<file path="config.mk">
export PLATFORM = sky130hd
export DESIGN_NAME = led_fader
export DESIGN_NICKNAME = d
export VERILOG_FILES = /design/src/rtl/led_fader_pkg.sv /design/src/rtl/led_fader_channel.sv /design/src/rtl/led_fader.sv
export SDC_FILE = /design/constraint.sdc
export NUM_CORES = 1
export LEC_CHECK = 0
export BUFFER_PORTS_ARGS = -buffer_cell sky130_fd_sc_hd__buf_2
export CAP_MARGIN = 10
export CORE_MARGIN = 2
export CORE_UTILIZATION = 35
export DETAILED_ROUTE_END_ITERATION = 8
export GPL_ROUTABILITY_DRIVEN = 1
export PLACE_DENSITY = 0.63
export SETUP_SLACK_MARGIN = 0.02
export SKIP_CTS_REPAIR_TIMING = 1
export SLEW_MARGIN = 25
export SYNTH_ARGS = -nofsm -noshare
export SYNTH_HDL_FRONTEND = slang
export SYNTH_SLANG_ARGS = --single-unit
export TNS_END_PERCENT = 100
</file>
<file path="constraint.sdc">
create_clock -name clk_i -period 5.7 [get_ports clk_i]
set_clock_uncertainty 0.2 [all_clocks]
set_input_delay 1.14 -clock clk_i [delete_from_list [all_inputs] [get_ports clk_i]]
set_output_delay 1.14 -clock clk_i [all_outputs]
set_load 0.005 [all_outputs]
</file>
<file path="src/rtl/led_fader_pkg.sv">
// led_fader_pkg: shared PWM range, saturating brightness arithmetic and gamma curve for led_fader
package led_fader_pkg;
  function automatic int unsigned pwm_max(input int unsigned w);
    return (32'd1 << w) - 32'd1;
  endfunction
  function automatic int unsigned sat_add(input int unsigned a, input int unsigned s, input int unsigned m);
    return (a + s > m) ? m : a + s;
  endfunction
  function automatic int unsigned sat_sub(input int unsigned a, input int unsigned s);
    return (a > s) ? a - s : 32'd0;
  endfunction
  // Full scale maps to itself so a fully-on LED stays constantly on
  function automatic int unsigned gamma(input int unsigned s, input int unsigned w);
    return (s == pwm_max(w)) ? s : (s * s) >> w;
  endfunction
endpackage

</file>
<file path="src/rtl/led_fader_channel.sv">
// led_fader_channel: one LED's brightness ramp, period-aligned shadow and PWM compare; LED_FADER_GAMMA_EN adds a gamma stage
module led_fader_channel
  import led_fader_pkg::*;
#(
  parameter int unsigned PWM_WIDTH = 8,
  parameter int unsigned STEP      = 1
) (
  input  logic                 clk,
  input  logic                 rst,
  input  logic                 target,
  input  logic                 fade_tick,
  input  logic                 pwm_wrap,
  input  logic [PWM_WIDTH-1:0] pwm_cnt,
  output logic                 led,
  output logic                 busy
);
  localparam int unsigned MAX = pwm_max(PWM_WIDTH);
  logic [PWM_WIDTH-1:0] bright, shadow, bright_n, cmp, cnt;
  always_comb bright_n = PWM_WIDTH'(target ? sat_add(32'(bright), STEP, MAX) : sat_sub(32'(bright), STEP));
  always_comb busy = target ? (bright != PWM_WIDTH'(MAX)) : (bright != '0);
  // Shadow samples the pre-update brightness so duty only changes at a period boundary
  always_ff @(posedge clk or posedge rst)
    if (rst) begin
      bright <= '0;
      shadow <= '0;
    end else begin
      if (fade_tick) bright <= bright_n;
      if (pwm_wrap) shadow <= bright;
    end
`ifdef LED_FADER_GAMMA_EN
  logic [PWM_WIDTH-1:0] cmp_q, cnt_q;
  always_ff @(posedge clk or posedge rst)
    if (rst) begin
      cmp_q <= '0;
      cnt_q <= '0;
    end else begin
      cmp_q <= PWM_WIDTH'(gamma(32'(shadow), PWM_WIDTH));
      cnt_q <= pwm_cnt;
    end
  assign cmp = cmp_q;
  assign cnt = cnt_q;
`else
  assign cmp = shadow;
  assign cnt = pwm_cnt;
`endif
  always_ff @(posedge clk or posedge rst)
    if (rst) led <= 1'b0;
    else led <= cmp > cnt;
endmodule

</file>
<file path="src/rtl/led_fader.sv">
// led_fader: fades each LED toward its led_i target with glitch-free PWM; define LED_FADER_GAMMA_EN for gamma-corrected duty
module led_fader
  import led_fader_pkg::*;
#(
  parameter int unsigned NB_LED    = 8,
  parameter int unsigned PWM_WIDTH = 8,
  parameter int unsigned FADE_DIV  = 98_000,
  parameter int unsigned STEP      = 1
) (
  input  logic              clk_i,
  input  logic              rst_i,
  input  logic [NB_LED-1:0] led_i,
  output logic [NB_LED-1:0] led_o,
  output logic              busy_o
);
  localparam int unsigned PW = FADE_DIV > 1 ? $clog2(FADE_DIV) : 1;
  localparam logic [PW-1:0] PRE_LAST = PW'(FADE_DIV - 1);
  localparam logic [PWM_WIDTH-1:0] CNT_LAST = PWM_WIDTH'(pwm_max(PWM_WIDTH) - 1);
  logic [PW-1:0] pre;
  logic [PWM_WIDTH-1:0] pwm_cnt;
  logic fade_tick, pwm_wrap;
  logic [NB_LED-1:0] busy;
  assign fade_tick = pre == PRE_LAST;
  assign pwm_wrap = pwm_cnt == CNT_LAST;
  always_ff @(posedge clk_i or posedge rst_i)
    if (rst_i) begin
      pre <= '0;
      pwm_cnt <= '0;
      busy_o <= 1'b0;
    end else begin
      pre <= fade_tick ? '0 : pre + PW'(1);
      pwm_cnt <= pwm_wrap ? '0 : pwm_cnt + PWM_WIDTH'(1);
      busy_o <= |busy;
    end
  for (genvar k = 0; k < NB_LED; k++) begin : g_ch
    led_fader_channel #(.PWM_WIDTH(PWM_WIDTH), .STEP(STEP)) u_ch (
      .clk(clk_i),
      .rst(rst_i),
      .target(led_i[k]),
      .fade_tick(fade_tick),
      .pwm_wrap(pwm_wrap),
      .pwm_cnt(pwm_cnt),
      .led(led_o[k]),
      .busy(busy[k])
    );
  end
endmodule

</file>
==> results of run 1 <==
[cell usage in the layout, fill, tap and decap left out, types with 7 or more instances in the layout]
| cell | Yosys | final |
|---|---|---|
| nor3_1 | 28 | 28 |
| and3_1 | 16 | 16 |
| nand2b_1 | 14 | 14 |
| nand3b_1 | 7 | 7 |
| and2_1 | 8 | 8 |
| xnor2_1 | 21 | 21 |
| nor2b_1 | 12 | 12 |
| buf_2 | 17 | 18 |
| clkbuf_16 | 0 | 17 |
| a21o_1 | 16 | 16 |
| xor2_1 | 15 | 15 |
| nor2_1 | 106 | 105 |
| o31ai_1 | 9 | 9 |
| nand2_1 | 112 | 112 |
| a31oi_1 | 23 | 23 |
| a21oi_1 | 102 | 102 |
| or2_2 | 8 | 8 |
| o21a_1 | 14 | 14 |
| nand3_1 | 64 | 64 |
| inv_1 | 50 | 49 |
| o22ai_1 | 7 | 7 |
| or3_1 | 8 | 8 |
| o31a_1 | 7 | 7 |
| dfrtp_1 | 162 | 162 |
| o21ai_0 | 125 | 125 |
| ha_1 | 104 | 104 |
| nor4_1 | 11 | 10 |
| nand4_1 | 20 | 20 |
| o21ai_1 | 7 | 7 |
| a22oi_1 | 12 | 12 |
| mux2_2 | 59 | 59 |
[where the power goes]
| part | switching [mW] | internal (mW) | leakage (nW) | total [mW] |
|---|---|---|---|---|
| Combinational | 0.0653 | 0.0223 | 3.08 | 0.0876 |
| Clock | 0.487 | 0.684 | 0.280 | 1.17 |
| Sequential | 0.00964 | 1.15 | 2.14 | 1.16 |
| Total | 0.562 | 1.86 | 5.50 | 2.42 |
[synth_stat cells, types with 17 or more instances]
| master | instances | area share, % |
|---|---|---|
| xnor2_1 | 21 | 1.6 |
| o21ai_0 | 125 | 5.4 |
| buf_2 | 17 | 0.74 |
| inv_1 | 50 | 1.6 |
| nor3_1 | 28 | 1.2 |
| a21oi_1 | 102 | 4.4 |
| ha_1 | 104 | 11 |
| a31oi_1 | 23 | 1.2 |
| nand3_1 | 64 | 2.8 |
| clkbuf_1 | 61 | 2.0 |
| nand4_1 | 20 | 1.1 |
| mux2_2 | 59 | 5.7 |
| nand2_1 | 112 | 3.6 |
| dfrtp_1 | 162 | 35 |
| nor2_1 | 106 | 3.4 |
[worst register-to-register path: stages, from the launching register on]
cell	delay, ns
dfrtp_1	0.55
inv_1	0.15
ha_1	0.18
nand4_1	0.17
nor2_4	0.44
buf_16	0.24
buf_4	0.41
mux2_2	0.41
[sequential cells by signal, summed over array words and instances, names as in the netlist]
signal,count
g_ch.u_ch.cmp,64
pwm_cnt,8
pre,17
g_ch.u_ch.led,8
g_ch.u_ch.bright,64
busy_o,1
[metrics by stage]
step           setup slack (ns)  utilization (%)  instances  area [µm²]
6_report                   2.81             38.3       1740       12500
5_1_grt                    2.57             38.3       1740       12500
4_1_cts                    2.46             38.2       1739       12400
3_5_place_dp               2.48             36.4       1707       11800
3_3_place_gp               2.53             36.4       1707       11800
2_1_floorplan              2.30                -       1335       11600
[worst max path at each step]
| stage | slack (ns) | cells past startpoint | end |
|---|---|---|---|
| 6_report | 2.81 | 7 | g_ch[2].u_ch.cmp[1]$_DFFE_PP0N_ |
| 2_1_floorplan | 2.30 | 1 | busy_o$_DFF_PP0_ |
| 3_3_place_gp | 2.53 | 6 | g_ch[2].u_ch.cmp[5]$_DFFE_PP0N_ |
| 4_1_cts | 2.46 | 6 | g_ch[2].u_ch.cmp[1]$_DFFE_PP0N_ |
| 5_1_grt | 2.57 | 7 | g_ch[6].u_ch.cmp[6]$_DFFE_PP0N_ |
| 3_5_place_dp | 2.48 | 6 | g_ch[2].u_ch.cmp[1]$_DFFE_PP0N_ |
[final cells by class]
type                       count  area (µm²)  share of cell area [%]
clock buffer                  22         474                    3.80
clock inverter                10         125                    1.00
inverter                      50         191                    1.54
multi-input combinational   1028        6880                    55.2
sequential                   162        4050                    32.5
tap                          442         553                    4.44
timing repair buffer          26         183                    1.47
[cells by family (layout without fill, tap and decap cells)]
kind of cell	count (synthesis)	after routing	synth area share, %
multiplexers	65	65	6.27
buffers and inverters	145	108	5.48
AO/OA/AOI/OAI	376	376	19.6
flip-flops	162	162	35.1
adder cells (fa/ha/maj)	104	104	11.3
XOR/XNOR	36	36	2.73
AND/OR/NAND/NOR	447	447	19.6
[per-layer routing]
metal  GRT usage, %  vias up
met1           22.2     4771
met2           28.0      219
li1               -     4706
met3           2.62       40
met4           5.73        2
met5              0        -
==> results.toml, run 1 <==
[drt]
drcViolationCount = 0
wl_um = 27600
wl_met1_um = 12800
routed_via_density = 5.60
dr.pass1.iters = 6
routed.top_layer = "met5"
dr_wl_met2_um = 13000
drtIter0Drc = 740
wire_per_inst_um = 15.9
num_vias = 9738
wl_met3_um = 1250
postRouteAntennaNets = 0

[cts]
clk_latency_ns = 0.44
root_buffer = "clkbuf_16"
cts_tree = "built"
path_clk_slew_ns = 0.07
cts_sinks = 162
clock_path_buffers = 2
numCtsBuffers = 17
cts_max_level = 4

[setup_path]
cp-startpoint = "pwm_cnt[0]$_DFF_PP0_"
r2r-end = "g_ch[2].u_ch.cmp[1]$_DFFE_PP0N_"
arrival_ns = 3.00
path_buf_inv = 3
cp-start-kind = "flip-flop"
critPathMaxStageDelay_ns = 0.55
crit_fanout = 37
crit_family = "buffers and inverters"
slowest_stage = "dfrtp_1"
critical_path_class = "flip-flop to flip-flop"
worstReg2RegStart = "pwm_cnt[0]$_DFF_PP0_"
required_ns = 5.82
end_kind = "flip-flop"
worstRegToRegCells = 7
worstPathCellList = "inv_1 -> ha_1 -> nand4_1 -> nor2_4 -> buf_16 -> buf_4 -> mux2_2"
reg2reg_setup_slack_ns = 2.81

[die]
initial_core_util_pct = 35.5
core_area_um2 = 32500
die_x_um = 186
row_count = 66
die_area_um2 = 34500
die_h_um = 186
ios = 19

[yosys]
synth_fp_nets = 1449
yosysWarnings = 0
netlist_area_um2 = 11600
synth-edff-count = 0
ys_async_sr_fraction_pct = 100
ys_seq_area_share_pct = 35.1
synth_seq_cells = 162
synthFlopType = "dfrtp_1"
synthCells = 1335
yosysUniqueCellTypes = 76
avgSynthCellArea_um2 = 8.66

[sta]
hold_viol_final = 0
slew_viol_final = 0
max_freq_mhz = 347
fin_crit_sh_pct = 50.6
setup_violations = 0
tightestPinTransition_ns = 0.925
relSlewSlack_pct = 38.3
finalSetupTns_ns = 0
rsz0062_at_grt = "no"
hold_ws_ns = 0.260
fin_crit_ns = 2.89

[place]
hpwlAfterDp_um = 18400
gp_congestion = 0.855
io_buffer_count = 18

[worst_hold_path]
hold_class = "flip-flop to flip-flop"
worstHoldPathCells = 1
hold_start = "pre[0]$_DFF_PP0_"
hold_path_end = "pre[0]$_DFF_PP0_"

[power_and_ir_drop]
pwr_density_cell_nw_per_um2 = 194
power_mw = 2.42
p_leak_nw = 5.50
ir_drop_uv = 182

[final_layout]
drive_gt1_share_pct = 11.1
area_growth_pct = 7.85
n_antenna_cell = 0
nFillCells = 3342
fin_nets = 1399

[global_routing]
grt_pass1_wl_um = 47100
grt_pass1_vias = 9460
grt_antenna_before_repair = 1
overflow = 0
track_usage_pct = 16.8
grt_max_degree = 163

[job]
maxCapViolations = 0

[run_status]
outcome = "completed"
No activity file was read; power rests on OpenSTA's default activity.
==> inputs of run 2 (changes only) <==
Settings changed: ABC_AREA set to 1, PLACE_DENSITY 0.63 to 0.61.
Clock period 5.7 ns to 3 ns, I/O delays scaled along.
==> results.toml, run 2 <==
[yosys]
yosys.area_share.simple_pct = 27.6
synthCells = 1613
synth_fa_ha_area_share_pct = 11.7
synth_top_family_by_area = "simple AND/OR/NAND/NOR gates"
yosysTopAreaCell = "dfrtp_1"
yosysWarnings = 0
synth_fp_nets = 1730
ys_seq_area_share_pct = 35.4
yosysUniqueCellTypes = 40
ys_async_sr_fraction_pct = 100
synth_most_common_cell = "nand2_1"
muxShareOfSynthArea_pct = 0
synth_commonest_cells = "nand2_1 (367), inv_1 (208), nor2_1 (205)"
synthFlopType = "dfrtp_1"
netlist_area_um2 = 11500
synth_seq_cells = 162
synthXorXnorAreaFrac_pct = 2.98
synth_compound_area_share_pct = 13.1
avgSynthCellArea_um2 = 7.10
synth-edff-count = 0
yosys-top-cells-area = "dfrtp_1 (35%), nand2_1 (12%), ha_1 (12%)"
yosysTopAreaCellShare_pct = 35.4

[setup_path]
cp-startpoint = "g_ch[3].u_ch.bright[0]$_DFFE_PP0N_"
required_ns = 3.07
reg2reg_setup_slack_ns = 0.70
worstRegToRegCells = 10
end_kind = "flip-flop"
crit_fanout = 8
endpoint = "busy_o$_DFF_PP0_"
critical_path_class = "flip-flop to flip-flop"
arrival_ns = 2.38
cp-start-kind = "flip-flop"
r2r-end = "busy_o$_DFF_PP0_"
worstReg2RegStart = "g_ch[3].u_ch.bright[0]$_DFFE_PP0N_"

[cts]
path_clk_slew_ns = 0.07
clk_latency_ns = 0.43
clock_path_buffers = 2
cts_sinks = 162
cts_max_level = 4
root_buffer = "clkbuf_16"
numCtsBuffers = 17
cts_tree = "built"

[sta]
hold_viol_final = 0
relSlewSlack_pct = 57.4
fin_crit_sh_pct = 76.8
max_freq_mhz = 434
slew_viol_final = 0
setup_violations = 0
fin_crit_ns = 2.30
finalSetupTns_ns = 0
rsz0062_at_grt = "no"
hold_ws_ns = 0.0595
tightestPinTransition_ns = 0.632

[power_and_ir_drop]
pwr_density_cell_nw_per_um2 = 377
power_mw = 4.77
p_leak_nw = 6.67
ir_drop_uv = 295

[final_layout]
final_cell_mix = "nand2_1 (366), inv_1 (207), nor2_1 (205)"
area_growth_pct = 10.5
drive_gt1_share_pct = 5.11
final_area_um2 = 12700
fin_cells = 2065
layout_commonest_cell = "nand2_1"
fin_nets = 1727
n_antenna_cell = 0

[drt]
postRouteAntennaNets = 0
wl_um = 28500
drcViolationCount = 0
wire_per_inst_um = 13.8
num_vias = 10223
drtIter0Drc = 708
routed_via_density = 4.95
dr.pass1.iters = 5

[die]
initial_core_util_pct = 35.4
die_area_um2 = 34200
die_h_um = 185
core_area_um2 = 32400
row_count = 66
ios = 19
die_x_um = 185

[global_routing]
grt_pass1_wl_um = 47500
grt_max_degree = 96
track_usage_pct = 17.2
grt_pass1_vias = 9674
grt_antenna_before_repair = 0
overflow = 0

[place]
io_buffer_count = 18
placed_area_um2 = 12000
hpwlAfterDp_um = 20800
gp_congestion = 0.889
place_inst = 2033

[worst_hold_path]
hold_class = "input pin to async pin"

[job]
maxCapViolations = 0

[run_status]
outcome = "completed"
==> run 2: worst min-delay path by stage <==
stage	cells after the start	startpoint	slack, ns	to
3_3_place_gp	1	pre[0]$_DFF_PP0_	0.25	pre[0]$_DFF_PP0_
5_1_grt	3	rst_i	0.08	g_ch[0].u_ch.bright[4]$_DFFE_PP0N_
4_1_cts	3	rst_i	0.07	g_ch[0].u_ch.bright[4]$_DFFE_PP0N_
3_5_place_dp	1	pre[0]$_DFF_PP0_	0.26	pre[0]$_DFF_PP0_
2_1_floorplan	1	pre[0]$_DFF_PP0_	0.23	pre[0]$_DFF_PP0_
6_report	3	rst_i	0.06	g_ch[0].u_ch.bright[4]$_DFFE_PP0N_
==> run 2: worst max-delay path, cell delays in order (launching register included) <==
cell,delay (ns)
dfrtp_1,0.48
ha_1,0.25
nand2_1,0.09
inv_1,0.10
nand2_1,0.07
nor2_1,0.19
nand2_1,0.15
o21ai_0,0.16
nand2_1,0.10
nor2_1,0.23
nand4_1,0.12
==> run 2: layer usage <==
layer,vias to the layer above,part of all wire [%],global-route usage (%),wire length (µm)
li1,5227,-,-,-
met1,4793,49,22.9,13900
met2,172,47,29.4,13400
met3,31,2.8,2.46,811
met4,0,1.4,4.48,386
met5,-,0,0,0
==> run 2: per-stage QoR <==
step                      utilization, %  setup slack [ns]
final                               39.1             0.695
after global routing                39.1             0.509
after CTS                           39.1             0.667
after detailed placement            37.1             0.698
after global placement              37.1             0.558
after floorplan                        -             0.143
==> run 2: logic make-up after synthesis <==
group	Yosys count
simple gates	759
xor+xnor	39
compound gates	280
buf+inv	266
flops	162
fa+ha+maj	107
==> run 2: power breakdown <==
| group | switching, mW | total [mW] | internal (mW) |
|---|---|---|---|
| clock | 0.935 | 2.43 | 1.50 |
| combinational | 0.108 | 0.143 | 0.0346 |
| sequential | 0.00485 | 2.19 | 2.19 |
| total | 1.05 | 4.77 | 3.72 |
==> run 2: final cells by class <==
cell class	instances	area, µm²
fillers	3350	19700
multi-input cells	1185	6360
flip-flops and latches	162	4050
inverters	212	800
well taps	442	553
clock buffers	19	443
repair buffers	32	245
clock inverters	13	209
